<file path="src/rtl/display_fill_engine.sv">
// display_fill_engine: rectangle fill / line-pattern engine.
// Software loads a rectangle, colours, a line pattern and a mode through the
// register port. A start command makes the engine write one palette index per
// cycle to the framebuffer port, with valid/ready backpressure. The rectangle
// is clipped to the screen edges.
//
// Ports:
//   clk, reset       clock (rising edge), asynchronous active-high reset
//   reg_addr         0 ORIGIN {y0,x0}, 1 SIZE {h,w}, 2 COLOR {bg,fg},
//                    3 PATTERN, 4 CONTROL {mode[3:2], abort[1], start[0]}
//   reg_wr_data      register write data
//   reg_wr_en        register write strobe
//   status           [0] busy, [1] done (sticky), [2] error (sticky),
//                    [31:8] accepted pixel writes (wraps at 2^24)
//   fb_pxl_index     linear pixel address y*RESOLUTION_X + x
//   fb_pxl_value     palette index to write
//   fb_wr_en         write valid
//   fb_wr_ready      framebuffer accepts the write this cycle
module display_fill_engine #(
  parameter int unsigned RESOLUTION_X   = 400,
  parameter int unsigned RESOLUTION_Y   = 300,
  parameter int unsigned PALETTE_LENGTH = 256,
  parameter int unsigned PATTERN_BITS   = 32
) (
  input  logic                                          clk,
  input  logic                                          reset,
  input  logic [2:0]                                    reg_addr,
  input  logic [31:0]                                   reg_wr_data,
  input  logic                                          reg_wr_en,
  output logic [31:0]                                   status,
  output logic [$clog2(RESOLUTION_X*RESOLUTION_Y)-1:0]  fb_pxl_index,
  output logic [$clog2(PALETTE_LENGTH)-1:0]             fb_pxl_value,
  output logic                                          fb_wr_en,
  input  logic                                          fb_wr_ready
);

  localparam int unsigned AW = $clog2(RESOLUTION_X*RESOLUTION_Y);
  localparam int unsigned IW = $clog2(PALETTE_LENGTH);
  localparam int unsigned PW = (PATTERN_BITS > 1) ? $clog2(PATTERN_BITS) : 1;
  localparam int unsigned CW = 17;
  localparam int unsigned NW = 24;

  localparam logic [2:0] ADDR_ORIGIN  = 3'd0;
  localparam logic [2:0] ADDR_SIZE    = 3'd1;
  localparam logic [2:0] ADDR_COLOR   = 3'd2;
  localparam logic [2:0] ADDR_PATTERN = 3'd3;
  localparam logic [2:0] ADDR_CONTROL = 3'd4;

  localparam logic [1:0] MODE_TRANSPARENT = 2'd1;
  localparam logic [1:0] MODE_OPAQUE      = 2'd2;

  typedef enum logic [1:0] {
    IDLE  = 2'd0,
    SETUP = 2'd1,
    RUN   = 2'd2,
    DONE  = 2'd3
  } state_t;

  state_t                  state_q, state_d;
  logic [15:0]             x0_q, x0_d, y0_q, y0_d, w_q, w_d, h_q, h_d;
  logic [IW-1:0]           fg_q, fg_d, bg_q, bg_d;
  logic [PATTERN_BITS-1:0] pattern_q, pattern_d;
  logic [1:0]              mode_q, mode_d;
  logic [15:0]             x_q, x_d, y_q, y_d;
  logic [AW-1:0]           row_base_q, row_base_d;
  logic [PW-1:0]           phase_q, phase_d;
  logic                    busy_q, busy_d, done_q, done_d, error_q, error_d;
  logic [NW-1:0]           count_q, count_d;
  logic                    wr_en_d;
  logic [AW-1:0]           index_d;
  logic [IW-1:0]           value_d;

  // Decoded command strobes and clip window
  logic          ctrl_wr, start_wr, abort_wr, active, accept, advance;
  logic [CW-1:0] x_sum, y_sum, x_end, y_end;
  logic          empty, row_end, last_row;

  // Coordinates of the pixel to present next
  logic          load_px;
  logic [15:0]   px_x, px_y;
  logic [AW-1:0] px_rb;
  logic [PW-1:0] px_p;
  logic [PW-1:0] phase_inc;

  assign ctrl_wr  = reg_wr_en && (reg_addr == ADDR_CONTROL);
  assign start_wr = ctrl_wr && reg_wr_data[0];
  assign abort_wr = ctrl_wr && reg_wr_data[1];
  assign active   = (state_q == SETUP) || (state_q == RUN);
  assign accept   = fb_wr_en && fb_wr_ready;
  // A presented write advances on acceptance; a skipped pixel advances at once
  assign advance  = accept || !fb_wr_en;

  // Geometry registers are frozen while active, so the clip is combinational
  assign x_sum    = {1'b0, x0_q} + {1'b0, w_q};
  assign y_sum    = {1'b0, y0_q} + {1'b0, h_q};
  assign x_end    = (x_sum > CW'(RESOLUTION_X)) ? CW'(RESOLUTION_X) : x_sum;
  assign y_end    = (y_sum > CW'(RESOLUTION_Y)) ? CW'(RESOLUTION_Y) : y_sum;
  assign empty    = ({1'b0, x0_q} >= x_end) || ({1'b0, y0_q} >= y_end);
  assign row_end  = ({1'b0, x_q} + CW'(1)) == x_end;
  assign last_row = ({1'b0, y_q} + CW'(1)) == y_end;

  assign phase_inc = (phase_q == PW'(PATTERN_BITS - 1)) ? '0 : phase_q + PW'(1);

  assign status = {count_q, 5'b0, error_q, done_q, busy_q};

  // State register and datapath flops
  always_ff @(posedge clk or posedge reset) begin
    if (reset) begin
      state_q      <= IDLE;
      x0_q         <= '0;
      y0_q         <= '0;
      w_q          <= '0;
      h_q          <= '0;
      fg_q         <= '0;
      bg_q         <= '0;
      pattern_q    <= '0;
      mode_q       <= '0;
      x_q          <= '0;
      y_q          <= '0;
      row_base_q   <= '0;
      phase_q      <= '0;
      busy_q       <= 1'b0;
      done_q       <= 1'b0;
      error_q      <= 1'b0;
      count_q      <= '0;
      fb_wr_en     <= 1'b0;
      fb_pxl_index <= '0;
      fb_pxl_value <= '0;
    end else begin
      state_q      <= state_d;
      x0_q         <= x0_d;
      y0_q         <= y0_d;
      w_q          <= w_d;
      h_q          <= h_d;
      fg_q         <= fg_d;
      bg_q         <= bg_d;
      pattern_q    <= pattern_d;
      mode_q       <= mode_d;
      x_q          <= x_d;
      y_q          <= y_d;
      row_base_q   <= row_base_d;
      phase_q      <= phase_d;
      busy_q       <= busy_d;
      done_q       <= done_d;
      error_q      <= error_d;
      count_q      <= count_d;
      fb_wr_en     <= wr_en_d;
      fb_pxl_index <= index_d;
      fb_pxl_value <= value_d;
    end
  end

  // Next-state, register file and pixel sequencing
  always_comb begin
    state_d    = state_q;
    x0_d       = x0_q;
    y0_d       = y0_q;
    w_d        = w_q;
    h_d        = h_q;
    fg_d       = fg_q;
    bg_d       = bg_q;
    pattern_d  = pattern_q;
    mode_d     = mode_q;
    x_d        = x_q;
    y_d        = y_q;
    row_base_d = row_base_q;
    phase_d    = phase_q;
    done_d     = done_q;
    error_d    = error_q;
    count_d    = count_q;
    wr_en_d    = fb_wr_en;
    index_d    = fb_pxl_index;
    value_d    = fb_pxl_value;
    load_px    = 1'b0;
    px_x       = x0_q;
    px_y       = y0_q;
    px_rb      = AW'(32'(y0_q) * 32'(RESOLUTION_X));
    px_p       = '0;

    if (reg_wr_en && !active) begin
      case (reg_addr)
        ADDR_ORIGIN:  begin x0_d = reg_wr_data[15:0]; y0_d = reg_wr_data[31:16]; end
        ADDR_SIZE:    begin w_d  = reg_wr_data[15:0]; h_d  = reg_wr_data[31:16]; end
        ADDR_COLOR:   begin fg_d = reg_wr_data[IW-1:0]; bg_d = reg_wr_data[8 +: IW]; end
        ADDR_PATTERN: pattern_d = reg_wr_data[PATTERN_BITS-1:0];
        default:      ;
      endcase
    end

    if (start_wr && active) error_d = 1'b1;
    if (accept) count_d = count_q + NW'(1);

    case (state_q)
      IDLE: begin
        if (start_wr) begin
          state_d = SETUP;
          done_d  = 1'b0;
          error_d = 1'b0;
          count_d = '0;
          mode_d  = reg_wr_data[3:2];
        end
      end
      SETUP: begin
        if (abort_wr || empty) begin
          state_d = DONE;
        end else begin
          state_d = RUN;
          load_px = 1'b1;
        end
      end
      RUN: begin
        if (abort_wr) begin
          state_d = DONE;
          wr_en_d = 1'b0;
        end else if (advance) begin
          if (row_end && last_row) begin
            state_d = DONE;
            wr_en_d = 1'b0;
          end else begin
            load_px = 1'b1;
            if (row_end) begin
              px_x  = x0_q;
              px_y  = y_q + 16'd1;
              px_rb = row_base_q + AW'(RESOLUTION_X);
              px_p  = '0;
            end else begin
              px_x  = x_q + 16'd1;
              px_y  = y_q;
              px_rb = row_base_q;
              px_p  = phase_inc;
            end
          end
        end
      end
      DONE: begin
        state_d = IDLE;
        done_d  = 1'b1;
      end
    endcase

    // Present the selected pixel; transparent mode skips clear pattern bits
    if (load_px) begin
      x_d        = px_x;
      y_d        = px_y;
      row_base_d = px_rb;
      phase_d    = px_p;
      index_d    = px_rb + AW'(px_x);
      wr_en_d    = (mode_q == MODE_TRANSPARENT) ? pattern_q[px_p] : 1'b1;
      value_d    = ((mode_q == MODE_OPAQUE) && !pattern_q[px_p]) ? bg_q : fg_q;
    end

    busy_d = (state_d == SETUP) || (state_d == RUN);
  end

endmodule

</file>
<file path="config.mk">
export PLATFORM = sky130hd
export DESIGN_NAME = display_fill_engine
export DESIGN_NICKNAME = d
export VERILOG_FILES = /design/src/rtl/display_fill_engine.sv
export SDC_FILE = /design/constraint.sdc
export NUM_CORES = 1
export LEC_CHECK = 0
export BUFFER_PORTS_ARGS = -buffer_cell sky130_fd_sc_hd__buf_2
export CAP_MARGIN = 20
export CORE_MARGIN = 1
export CORE_UTILIZATION = 38
export CTS_CLUSTER_SIZE = 8
export DETAILED_ROUTE_END_ITERATION = 6
export PLACE_DENSITY = 0.58
export SYNTH_ARGS = -nofsm -noshare
export SYNTH_HDL_FRONTEND = slang
export SYNTH_SLANG_ARGS = --single-unit
</file>
<file path="constraint.sdc">
create_clock -name clk -period 8.36 [get_ports clk]
set_input_delay 1.254 -clock clk [delete_from_list [all_inputs] [get_ports clk]]
set_output_delay 1.254 -clock clk [all_outputs]
set_load 0.02 [all_outputs]
</file>
* After elaboration in Yosys (flattened, before gate mapping)
Cells that the tools add are included.
** Word-level totals
- Word-level logic and storage cells :: 133
- Output and inout bits :: 58
- Flip-flop bits (word level) :: 223
- Input port bits :: 39
** Operators by class
- Add/subtract/negate cells :: 10
- $mul :: 1
- Equality and inequality tests :: 16
- Reductions and logical operators :: 30
- Mux-type cells :: 51
- Magnitude comparators :: 5
** Operators with widths (count)
- $mux W16 :: 10
- $mux W17 :: 7
- $mux W24 :: 3
- $add A16 B1 Y17 const B :: 2
- $add A16 B16 Y17 :: 2
- $eq A17 B17 Y1 :: 2
- $ge A16 B17 Y1 :: 2
- $gt A17 B9 Y1 const B :: 2
- $add A16 B1 Y16 const B :: 2
- $mux W5 :: 6
- $add A24 B1 Y24 const B :: 1
- $add A17 B16 Y17 :: 1
- $add A17 B9 Y17 const B :: 1
- $mul A16 B5 Y13 const B :: 1
- $mux W1 :: 16
- $reduce_and A2 Y1 :: 7
- $eq A2 B2 Y1 const B :: 4
- $logic_and A1 B1 Y1 :: 8
- $mux W2 :: 4
- $mux W8 :: 1
- $pmux W2 S4 :: 1
- $eq A2 B1 Y1 const B :: 3
- $eq A3 B2 Y1 const B :: 2
- $lt A5 B6 Y1 const B :: 1
- 15 further kinds :: 24

* Depth between registers and ports, before layout
- Depth after elaboration :: 14
- Gate-level depth with buffers :: 31
- Gate-level depth less buffers :: 28

* Least setup slack after synthesis
OpenSTA, ideal clock, no wires.
- Path type :: register to register
- From :: register x0_q[0]
- To :: register fb_pxl_index[15]
- Path buffers :: 2
- Period minus slack after synthesis :: 6574 ps
- Data required time :: 8232 ps
- Cell stages (with the launch flop) :: 29
- Setup time :: 128 ps
- Arrival time :: 6446 ps
- Slack :: 1786 ps
- Cells stage by stage :: dfrtp_1 > ha_1 > fa_1 > a21oi_1 > o221ai_2 > a211oi_1 > mux2i_1 > a211o_1 > nor4_4 > mux2_4 > a2111oi_4 > nand2b_1 > buf_4 > buf_4 > mux2i_1 > inv_1 > ha_1 > a21o_1 > a21oi_1 > o21ai_0 > a21oi_1 > o21ai_0 > a21oi_1 > o21ai_0 > o41ai_1 > o2111ai_1 > a21oi_1 > xor2_1 > o21ai_0
** On the way
- Longest elaborated chain between the ends :: 10
- Elaborated cells between the ends (all ways) :: 24
- Those cells by class :: add/sub (2); order compare (2); eq/ne (1); mux (16); reduce/logical (3)
** Ends and longest elaborated chain
- start: declaration :: line 60 : logic [15:0] x0_q, x0_d, y0_q, y0_d, w_q, w_d, h_q, h_d;
- start signal: assignment :: line 110 : x0_q <= '0;
- start signal: assignment :: line 131 : x0_q <= x0_d;
- $add A16 B16 Y17 (*) :: line 94 : assign x_sum = {1'b0, x0_q} + {1'b0, w_q};
- $gt A17 B9 Y1 :: line 96 : assign x_end = (x_sum > CW'(RESOLUTION_X)) ? CW'(RESOLUTION_X) : x_sum;
- $mux W17 (*) :: line 96
- $eq A17 B17 Y1 (*) :: line 99 : assign row_end = ({1'b0, x_q} + CW'(1)) == x_end;
- $mux W16 / $logic_and A1 B1 Y1 (equally long branches) :: line 221, 216
- $mux W16 (*) :: line 216 : if (row_end && last_row) begin
- $mux W16 (*) :: line 215 : end else if (advance) begin
- $mux W16 (*) :: line 212 : if (abort_wr) begin
- $mux W16 (*) :: line 193 : case (state_q)
- net px_x[1] :: line 80 : logic [15:0] px_x, px_y;
- $add A17 B16 Y17 (*) :: line 247 : index_d = px_rb + AW'(px_x);
- end signal: assignment :: line 148 : fb_pxl_index <= index_d;
- end: declaration :: line 31 : output logic [$clog2(RESOLUTION_X*RESOLUTION_Y)-1:0] fb_pxl_index,
Mark *: on every way through the listed nets, which the timed path passes. The rest lies on a longest branch.
A chain may end at the register's enable or synchronous reset.

* Final worst setup path
- From :: register x0_q[0]
- To :: register fb_pxl_index[15]
** On the way
- Longest elaborated chain between the ends :: 10
- Elaborated cells between the ends (all ways) :: 24
- Those cells by class :: add/sub (2); order compare (2); eq/ne (1); mux (16); reduce/logical (3)
** Ends and longest elaborated chain (line)
- $add A16 B16 Y17 :: 94
- $gt A17 B9 Y1 :: 96
- $mux W17 :: 96
- $eq A17 B17 Y1 :: 99
- $mux W16 / $logic_and A1 B1 Y1 (equally long branches) :: 221, 216
- $mux W16 :: 216
- $mux W16 :: 215
- $mux W16 :: 212
- $mux W16 (*) :: 193
- net px_x[0] :: 80
- $add A17 B16 Y17 (*) :: 247
Marks and branches as above.

==> metrics.yaml <==
status:
  outcome: "completed"
synthesis:
  synth.yosys.warnings: 0
  number_of_enable_flip_flop_cells_after_synthesis: 0
  synth.top_cell.area_share: 0.370
  sequential_cell_area_fraction_in_the_yosys_report: 0.370
  synth-seq-cells: 223
  cells_taking_the_most_area_after_synthesis: "sky130_fd_sc_hd__dfrtp_1, sky130_fd_sc_hd__mux2_2, sky130_fd_sc_hd__ha_1, sky130_fd_sc_hd__nand2_1, sky130_fd_sc_hd__xor2_1"
  syn_inst: 1543
  avgSynthCellArea_sq_um: 9.77
  mappedNetlistArea_sq_um: 15100
  postSynth.topFlopCell: "sky130_fd_sc_hd__dfrtp_1"
  count_of_distinct_cell_types_in_the_synthesized_netlist: 88
  synthArstFlopShare: 1.00
  yosysTopAreaCell: "sky130_fd_sc_hd__dfrtp_1"
timing:
  worst_pin_slew_ps: 1040
  max_slew_margin: 0.290
  achievable-frequency_mhz: 131
  post-route-worst-setup-slack_ps: 738
  period_share: 0.912
  fin_skew_ps: 33.1
  finalSetupTns_ps: 0
  rsz0062_at_grt: "false"
  final_hold_viol_count: 0
  timing.final.setup_violations: 0
  final-max-slew-violation-count: 0
  layout_min_cycle_time_ps: 7620
die:
  die_width_um: 201
  fp.dieH_um: 201
  initial_utilization: 0.387
  die_area_sq_um: 40500
  std_cell_rows: 72
  core_area_sq_um: 38900
  pin_count: 97
detailed_routing:
  remaining_design_rule_violation_count: 0
  route.top_layer_used: "met4"
  detailedRoute.firstPassIterationCount: 5
  routed-wl-met2_um: 18500
  dr_total_vias: 11900
  route.detailed.vias_per_inst: 5.49
  totalWireLength_um: 40000
  wirelength_met1_um: 18700
  routed-wl-met3_um: 1560
  wire_per_inst_um: 18.5
  ant_nets: 0
  drt_iter0_markers: 634
clocking:
  clk_sink_count: 223
  holdBufCountCts: 0
  cts-root-to-sink-buffers: 3
  tritoncts.num_buffers: 34
  clkTransAtPathRegs_ps: 60
  clock_tree_from_tritoncts: "done"
  clock_insertion_delay_worst_skew_ps: 540
  ctsRootBufferMaster: "sky130_fd_sc_hd__clkbuf_16"
  cts_max_level: 2
placement:
  gp_congestion: 0.871
  dp_hpwl_um: 29500
  post-place-cells: 2121
  port_buffers: 91
  detailedPlace.worstSlack_ps: 828
worst_hold_path:
  hold_class: "reg -> reg"
layout:
  layout.nets: 1802
  most_common_cell_after_layout_fill_and_taps_aside: "sky130_fd_sc_hd__dfrtp_1"
  n_antenna_cell: 0
  area.growth.synth_to_final_pct: 12.6
  most-common-layout-cells: "sky130_fd_sc_hd__dfrtp_1, sky130_fd_sc_hd__mux2_2, sky130_fd_sc_hd__nand2_1"
  post_route_cells_drive_above_1_share: 0.198
  layoutNonFillerInstCount: 2163
setup_path:
  critPathCaptureType: "flop"
  critPathKind: "reg -> reg"
  critPathArrivalTime_ps: 8010
  worst-path-max-fanout: 33
  cp_slowest_cell: "sky130_fd_sc_hd__nor4_4"
  startpoint_type: "flop"
  cpPeakStageDelay_ps: 680
  critical_path_required_ps: 8750
  library_cell_appearing_most_often_on_the_critical_path: "sky130_fd_sc_hd__a21oi_1"
global_routing:
  grt_first_pass_wirelength_um: 64800
  grt_start_max_net_pins: 127
  global_route.overflow_total: 0
  gr-usage-all-layers: 0.201
  antenna_violations_before_repair: 0
  vias_in_the_first_global_route: 11700
flow_run:
  max-cap-violations: 0
==> synthesized netlist by cell type, drive strengths merged (5+ instances only) <==
library cell	instances
a21oi	69
and4	6
a211o	6
nand3	64
nor2b	24
nor2	117
o22ai	9
a2111oi	11
a21o	21
a31o	5
xnor2	45
and3	24
clkbuf	19
or2	5
o211ai	7
and2	8
dfrtp	223
nor4	10
o21bai	8
nand2b	9
nor3	25
a31oi	17
ha	114
nand2	132
nand4	30
mux2	141
inv	76
a211oi	8
buf	43
nand3b	5
a2bb2oi	7
xor2	54
o21ai	79
o31ai	18
or3	6
mux4	5
fa	10
o21a	6
mux2i	14
==> through the flow <==
step	utilization	area [sq um]	hold WS [ps]
2_1_floorplan	-	15100	453
3_3_place_gp	0.413	16100	461
3_5_place_dp	0.413	16100	461
4_1_cts	0.436	17000	477
5_1_grt	0.436	17000	495
6_report	0.436	17000	471
==> logic make-up (layout without fill, tap and decap cells) <==
logic type	after synthesis	in the layout	share of synthesized area
mux	160	160	0.122
fa+ha+maj	124	124	0.108
other cells	2	19	0.000498
compound gates	317	317	0.146
xor+xnor	99	99	0.0575
simple gates	480	480	0.156
buf+inv	138	223	0.0401
flops	223	223	0.370
==> critical path, delay by kind of cell, from the launching register on <==
kind                       cells  cell delay, ps
AOI/OAI and AO/OA             18            4220
xor gates and xnor gates       2             370
adders and majority gates      3             930
buffers and inverters          2             670
DFF                            1             410
and+or+nand+nor                2             850
==> per-layer routing <==
layer | GRT usage | up-vias
li1 | - | 5767
met1 | 0.277 | 5827
met2 | 0.320 | 202
met3 | 0.0309 | 80
met4 | 0.0709 | 0
met5 | 0 | -
==> timing repair <==
action / 4_1_cts / 5_1_grt
setup endpoints to repair: 0 / 1
setup buffers: 0 / 0
resized for setup: 0 / 0
==> area by class of cell <==
type	instances	area [sq um]
Clock buffer	38	866
Inverter	76	293
Clock inverter	4	41.3
Multi-Input combinational cell	1199	8990
Tap cell	518	648
Sequential cell	223	5580
Fill cell	3828	21900
Timing Repair Buffer	105	561
==> sequential cells by signal, indices dropped and copies added (netlist names) <==
name          count
fb_wr_en          1
y0_q             16
y_q              16
fg_q              8
error_q           1
row_base_q       17
fb_pxl_value      8
phase_q           5
busy_q            1
x_q              16
pattern_q        32
bg_q              8
state_q           2
h_q              16
x0_q             16
done_q            1
mode_q            2
w_q              16
count_q          24
fb_pxl_index     17
==> final timing paths <==
kind	endpoint	slack [ps]	cells after the start	from
min in group asynchronous	h_q[4]	910	2	reset
max in group asynchronous	w_q[10]	6070	3	reset
worst min register to register	fb_pxl_index[14]	470	2	fb_pxl_index[14]
worst min-delay path	fb_pxl_index[14]	470	2	fb_pxl_index[14]
worst max register to register	fb_pxl_index[15]	740	27	x0_q[0]
worst max-delay path	fb_pxl_index[15]	740	27	x0_q[0]
Power is left out: the tool's default activity adds up to more than one toggle a clock period on the data nets, which glitch-free logic cannot reach.
